$ cat src/rtl/uart_rx_sampler_pkg.sv
// Shared definitions for the UART receive path: state encoding, frame
// geometry and the clocks-per-bit helper (also intended for the TX block).
package uart_rx_sampler_pkg;

  typedef enum logic [2:0] {
    ST_IDLE  = 3'd0,
    ST_START = 3'd1,
    ST_DATA  = 3'd2,
    ST_STOP  = 3'd3,
    ST_DONE  = 3'd4,
    ST_ABORT = 3'd5
  } state_t;

  localparam int DATA_BITS = 8;
  localparam int BIT_CNT_W = 4;

  // Clocks per bit; callers must keep the result >= 4 so the half-bit
  // compare and the full-bit compare land on distinct counter values.
  function automatic int calc_cpb(input int clk_hz, input int baud);
    return clk_hz / baud;
  endfunction

endpackage

$ cat src/rtl/uart_rx_sampler_baud_timer.sv
// Bit-period timer: tick after every full bit period, half_tick once half a
// bit has elapsed since the last clear.
module uart_baud_timer #(
  parameter int CPB = 16
) (
  input  logic clk,
  input  logic reset,
  input  logic clr,
  output logic tick,
  output logic half_tick
);

  localparam int CW = $clog2(CPB);
  localparam logic [CW-1:0] LOAD = CW'(CPB - 1);
  // Down-counter: elapsed clocks since clear = (CPB-1) - cnt, so the
  // half-bit point (elapsed CPB/2-1) sits at cnt = CPB - CPB/2.
  localparam logic [CW-1:0] HALF = CW'(CPB - CPB / 2);

  logic [CW-1:0] cnt;

  always_ff @(posedge clk) begin
    if (reset || clr) begin
      cnt <= LOAD;
    end else if (cnt == '0) begin
      cnt <= LOAD;
    end else begin
      cnt <= cnt - 1'b1;
    end
  end

  assign tick      = (cnt == '0);
  assign half_tick = (cnt == HALF);

endmodule

$ cat src/rtl/uart_rx_sampler.sv
// UART receive sampler: validates the start bit at mid-bit, shifts in eight
// data bits LSB first, checks the stop bit and reports the byte or an error.
//
// state | meaning
// IDLE  | waiting for start_bit (must be seen high on two IDLE cycles)
// START | half-bit wait, then re-check the start bit
// DATA  | sample one data bit per bit period
// STOP  | sample the stop bit, publish byte or flag framing error
// DONE  | one-cycle settle after a complete frame
// ABORT | one-cycle false-start exit, bit_cnt forced to 8
module uart_rx_sampler
  import uart_rx_sampler_pkg::*;
#(
  parameter int CLK_HZ = 50_000_000,
  parameter int BAUD   = 9600
) (
  input  logic                 clk,
  input  logic                 reset,
  input  logic                 start_bit,
  input  logic                 data,
  output logic [BIT_CNT_W-1:0] bit_cnt,
  output logic [7:0]           rx_byte,
  output logic                 rx_valid,
  output logic                 frame_err,
  output logic                 busy
);

  localparam int CPB = calc_cpb(CLK_HZ, BAUD);
  localparam logic [BIT_CNT_W-1:0] LAST_BIT = BIT_CNT_W'(DATA_BITS - 1);
  localparam logic [BIT_CNT_W-1:0] ALL_BITS = BIT_CNT_W'(DATA_BITS);

  state_t     state, state_next;
  logic       rx_meta, rxs;
  logic       start_q;
  logic [7:0] sh;
  logic       tick, half_tick, clr;
  logic       stop_good, stop_bad;

  uart_baud_timer #(.CPB(CPB)) u_baud_timer (
    .clk       (clk),
    .reset     (reset),
    .clr       (clr),
    .tick      (tick),
    .half_tick (half_tick)
  );

  always_ff @(posedge clk) begin
    if (reset) begin
      rx_meta <= 1'b1;
      rxs     <= 1'b1;
    end else begin
      rx_meta <= data;
      rxs     <= rx_meta;
    end
  end

  always_ff @(posedge clk) begin
    if (reset) begin
      state <= ST_IDLE;
    end else begin
      state <= state_next;
    end
  end

  always_comb begin
    state_next = state;
    stop_good  = 1'b0;
    stop_bad   = 1'b0;
    case (state)
      ST_IDLE:  if (start_bit && start_q) state_next = ST_START;
      ST_START: if (half_tick) state_next = rxs ? ST_ABORT : ST_DATA;
      ST_DATA:  if (tick && (bit_cnt == LAST_BIT)) state_next = ST_STOP;
      ST_STOP: begin
        if (tick) begin
          state_next = ST_DONE;
          stop_good  = rxs;
          stop_bad   = ~rxs;
        end
      end
      ST_DONE:  state_next = ST_IDLE;
      ST_ABORT: state_next = ST_IDLE;
      default:  state_next = ST_IDLE;
    endcase
  end

  // Restart the bit timer on every state change so each phase is timed
  // from its own entry.
  assign clr  = (state_next != state);
  assign busy = (state != ST_IDLE);

  // start_q only remembers start_bit seen while idle, so a level still high
  // from the previous frame cannot re-arm on the first IDLE cycle.
  always_ff @(posedge clk) begin
    if (reset) begin
      start_q <= 1'b0;
    end else begin
      start_q <= (state == ST_IDLE) && start_bit;
    end
  end

  always_ff @(posedge clk) begin
    if (reset) begin
      sh <= '0;
    end else if ((state == ST_DATA) && tick) begin
      sh <= {rxs, sh[7:1]};
    end
  end

  always_ff @(posedge clk) begin
    if (reset) begin
      bit_cnt <= '0;
    end else if ((state_next == ST_IDLE) && (state != ST_IDLE)) begin
      bit_cnt <= '0;
    end else if (state_next == ST_ABORT) begin
      bit_cnt <= ALL_BITS;
    end else if ((state == ST_DATA) && tick) begin
      bit_cnt <= bit_cnt + 1'b1;
    end
  end

  always_ff @(posedge clk) begin
    if (reset) begin
      rx_byte   <= '0;
      rx_valid  <= 1'b0;
      frame_err <= 1'b0;
    end else begin
      rx_valid  <= stop_good;
      frame_err <= stop_bad;
      if (stop_good) begin
        rx_byte <= sh;
      end
    end
  end

endmodule

$ cat config.mk
export PLATFORM = sky130hd
export DESIGN_NAME = uart_rx_sampler
export DESIGN_NICKNAME = d
export VERILOG_FILES = /design/src/rtl/uart_rx_sampler_pkg.sv /design/src/rtl/uart_rx_sampler_baud_timer.sv /design/src/rtl/uart_rx_sampler.sv
export SDC_FILE = /design/constraint.sdc
export NUM_CORES = 1
export LEC_CHECK = 0
export CAP_MARGIN = 20
export CORE_UTILIZATION = 35
export CTS_CLUSTER_SIZE = 24
export DETAILED_ROUTE_END_ITERATION = 12
export SLEW_MARGIN = 15
export SYNTH_ARGS = -nofsm -noshare
export SYNTH_HDL_FRONTEND = slang
export SYNTH_HIERARCHICAL = 1
export SYNTH_SLANG_ARGS = --single-unit
$ cat constraint.sdc
create_clock -name clk -period 2.8 [get_ports clk]
set_input_delay 0.56 -clock clk [delete_from_list [all_inputs] [get_ports clk]]
set_output_delay 0.56 -clock clk [all_outputs]
set_load 0.02 [all_outputs]
==> results_dict.tcl <==
set metrics [dict create \
    status "finished, final reports clean" \
    synth_area_leaders "dfxtp_1 47%, a21oi_1 7.5%, nand2_1 5.8%, nand3_1 4.0%, o21ai_0 3.7%" \
    gp_congestion 0.7157 \
    hpwl_um 2432 \
    min_period_over_period_pct 93.38 \
    fmax_mhz 382.4 \
    tns_ns 0 \
    core_area_um2 4755 \
    overflow 0 \
    avgSynthCellArea_um2 8.690 \
    grt_pass1_wl_um 5830 \
    p_leak_nw 0.6766 \
    syn-num-nets 207 \
    diodes 0 \
    firstDrtPassIters 4 \
    synth-edff-count 0 \
    path_class "reg2reg" \
    tightest_slew_ns 0.5577 \
    portBuffers 18 \
    post_cts_buffers 0 \
    cp-endpoint "u_baud_timer/cnt[6]" \
    synthArstFlopShare_pct 0 \
    r2r_cells 11 \
    post_drt_wl_per_cell_um 12.06 \
    rr_endpoint "u_baud_timer/cnt[6]" \
    grt_use_total_pct 14.50 \
    max-vdd-ir-drop_mv 0.2446 \
    cts_hold_buffers 0 \
    cts_buffer_depth 2 \
    dieArea_um2 5251 \
    final_util_pct 44.45 \
    syn_area_um2 1738 \
    startpoint_type "flop" \
    drv_slew 0 \
    path_max_fanout 7 \
    hold_slack_ns 0.4145 \
    critPathArrivalTime_ns 2.85 \
    fp.dieW_um 72.47 \
    ys_types 40 \
    finalSetupViolCount 0 \
    initial_core_util_pct 36.55 \
    cts_buffers 5 \
    via_per_inst 5.063 \
    hold_violations 0 \
    die_h_um 72.47 \
    synth_seq_cells 41 \
    routed_wl_um 3461 \
    cp.required_ns 3.03 \
    yosysSeqAreaShare_pct 47.23 \
    hold_class "reg2reg" \
    ys_warn_count 6 \
    cts_root_buffer "clkbuf_8" \
    area_growth_pct 21.60 \
    ant_nets 0 \
    vias 1453 \
    slew_headroom_pct 62.75 \
    cts.sinks 41 \
    clock_latency_ns 0.29 \
    powerDensity_nw_per_um2 506.6 \
    startpoint "u_baud_timer/cnt[1]" \
    antenna_found_initial 0 \
    fin_skew_ns 0.008555 \
    synth_top_area_cell "dfxtp_1" \
    crit_path_end_kind "flop" \
    synth_top_area_share_pct 47.23 \
    ctsHtreeMaxLevel 2 \
    grt_pass1_vias 1283 \
    yosys_most_used_dff "dfxtp_1" \
    drc_errors 0 \
    cts_tree "built" \
    fin_crit_ns 2.615 \
    nets 226 \
    min-delay-start "rx_meta" \
    drive_gt1_share_pct 11.36 \
    reg2reg_slack_ns 0.19 \
    r2r-start "u_baud_timer/cnt[1]" \
    num_rows 25 \
    boundaryPins 19 \
    dr.first_iter.drc_count 86 \
    rsz0062_at_grt "no" \
    maxCapViolCount 0 \
    cts.reportedPaths.clkPinSlew_ns 0.08 \
    syn_inst 200 \
    grt_max_degree 25 \
]
[flip-flops by register name, summed over array words and instances (netlist names), 3 cells and up]
register          flops
sh                    8
u_baud_timer/cnt     13
bit_cnt               4
rx_byte               8
state                 3
[cell type report]
type / instances / area, um^2
Clock buffer: 7 / 96.34
Clock inverter: 1 / 8.758
Fill cell: 485 / 2641
Inverter: 5 / 18.77
Multi-Input combinational cell: 142 / 859.6
Sequential cell: 41 / 820.8
Tap cell: 67 / 83.83
Timing Repair Buffer: 24 / 225.2
[per-stage QoR]
step,total power [mW],area (um^2),worst slack [ns],instances
global route,1.120,2113,0.01243,287
CTS,1.087,2100,0.04502,287
global placement,0.6510,1994,0.1224,279
detailed placement,0.6510,1994,0.04911,279
floorplan,0.6343,1738,0.2555,200
finish,1.071,2113,0.1853,287
[synthesized netlist by cell type, types with 2 or more instances]
master,number
buf_2,5
nor3_1,4
xnor2_1,3
clkbuf_1,5
or2_2,4
or4_1,8
nor2_1,3
o21ai_0,13
dfxtp_1,41
or3b_2,2
nand2_1,27
inv_1,5
nor3b_1,2
a21oi_1,26
o31ai_1,6
nand3_1,14
ha_1,3
or3_1,6
nand4b_1,2
[what timing repair did]
action | CTS | global route
setup endpoints to repair | 0 | 14
hold endpoints to repair | 0 | 0
resized for setup | 0 | 2
[per-layer routing]
layer  global-route usage (%)  part of all wire (%)  wire length (um)
met2                    23.05                    47              1631
met4                    6.536                  0.84                29
met1                    18.45                    50              1741
met5                        0                     0                 0
met3                    3.750                   1.7                58
[worst min path at each step]
stage	end	cells past startpoint	slack, ns
2_1_floorplan	rxs	1	0.39
3_3_place_gp	rxs	1	0.39
3_5_place_dp	rxs	1	0.40
4_1_cts	rxs	1	0.42
5_1_grt	rxs	1	0.45
6_report	rxs	1	0.41
[power breakdown]
part | leakage, nW | switching (mW) | internal (mW)
combinational | 0.290 | 0.0235 | 0.0175
clock | 0.0549 | 0.205 | 0.228
sequential | 0.332 | 0.00725 | 0.589
total | 0.677 | 0.236 | 0.834
[layout by cell type (no fill, tap or decap), drive strengths merged, types with 2 or more instances in the layout]
cell            n
dfxtp          41
nand2          27
a21oi          26
clkdlybuf4s50  18
nand3          14
o21ai          13
or4             8
clkbuf          7
or3             6
buf             6
inv             6
o31ai           6
or2             4
nor3            4
nor2            3
xnor2           3
ha              3
nand4b          2
nor3b           2
or3b            2
nor4            2
or4b            2
[cell families (layout without fill, tap and decap cells)]
family          count (synthesis)  in the layout  share of synthesized area (%)
flops                          41             41                          47.23
compound gates                 50             50                          16.13
xor+xnor                        3              3                          1.512
simple gates                   85             85                          28.22
mux                             1              1                         0.6479
fa+ha+maj                       3              3                          2.160
buf+inv                        17             37                          4.103
[critical path: stages, from the launching register on]
cell and delay [ns]:
dfxtp_1 0.35, inv_1 0.08, ha_1 0.13, or4b_4 0.48, or4b_1 0.57, nor4_4 0.20
mux2_2 0.20, a21oi_1 0.06, nand3_1 0.10, nor2_1 0.07, o31a_1 0.20, nand3b_1 0.12
(Power assumes the default switching activity.)
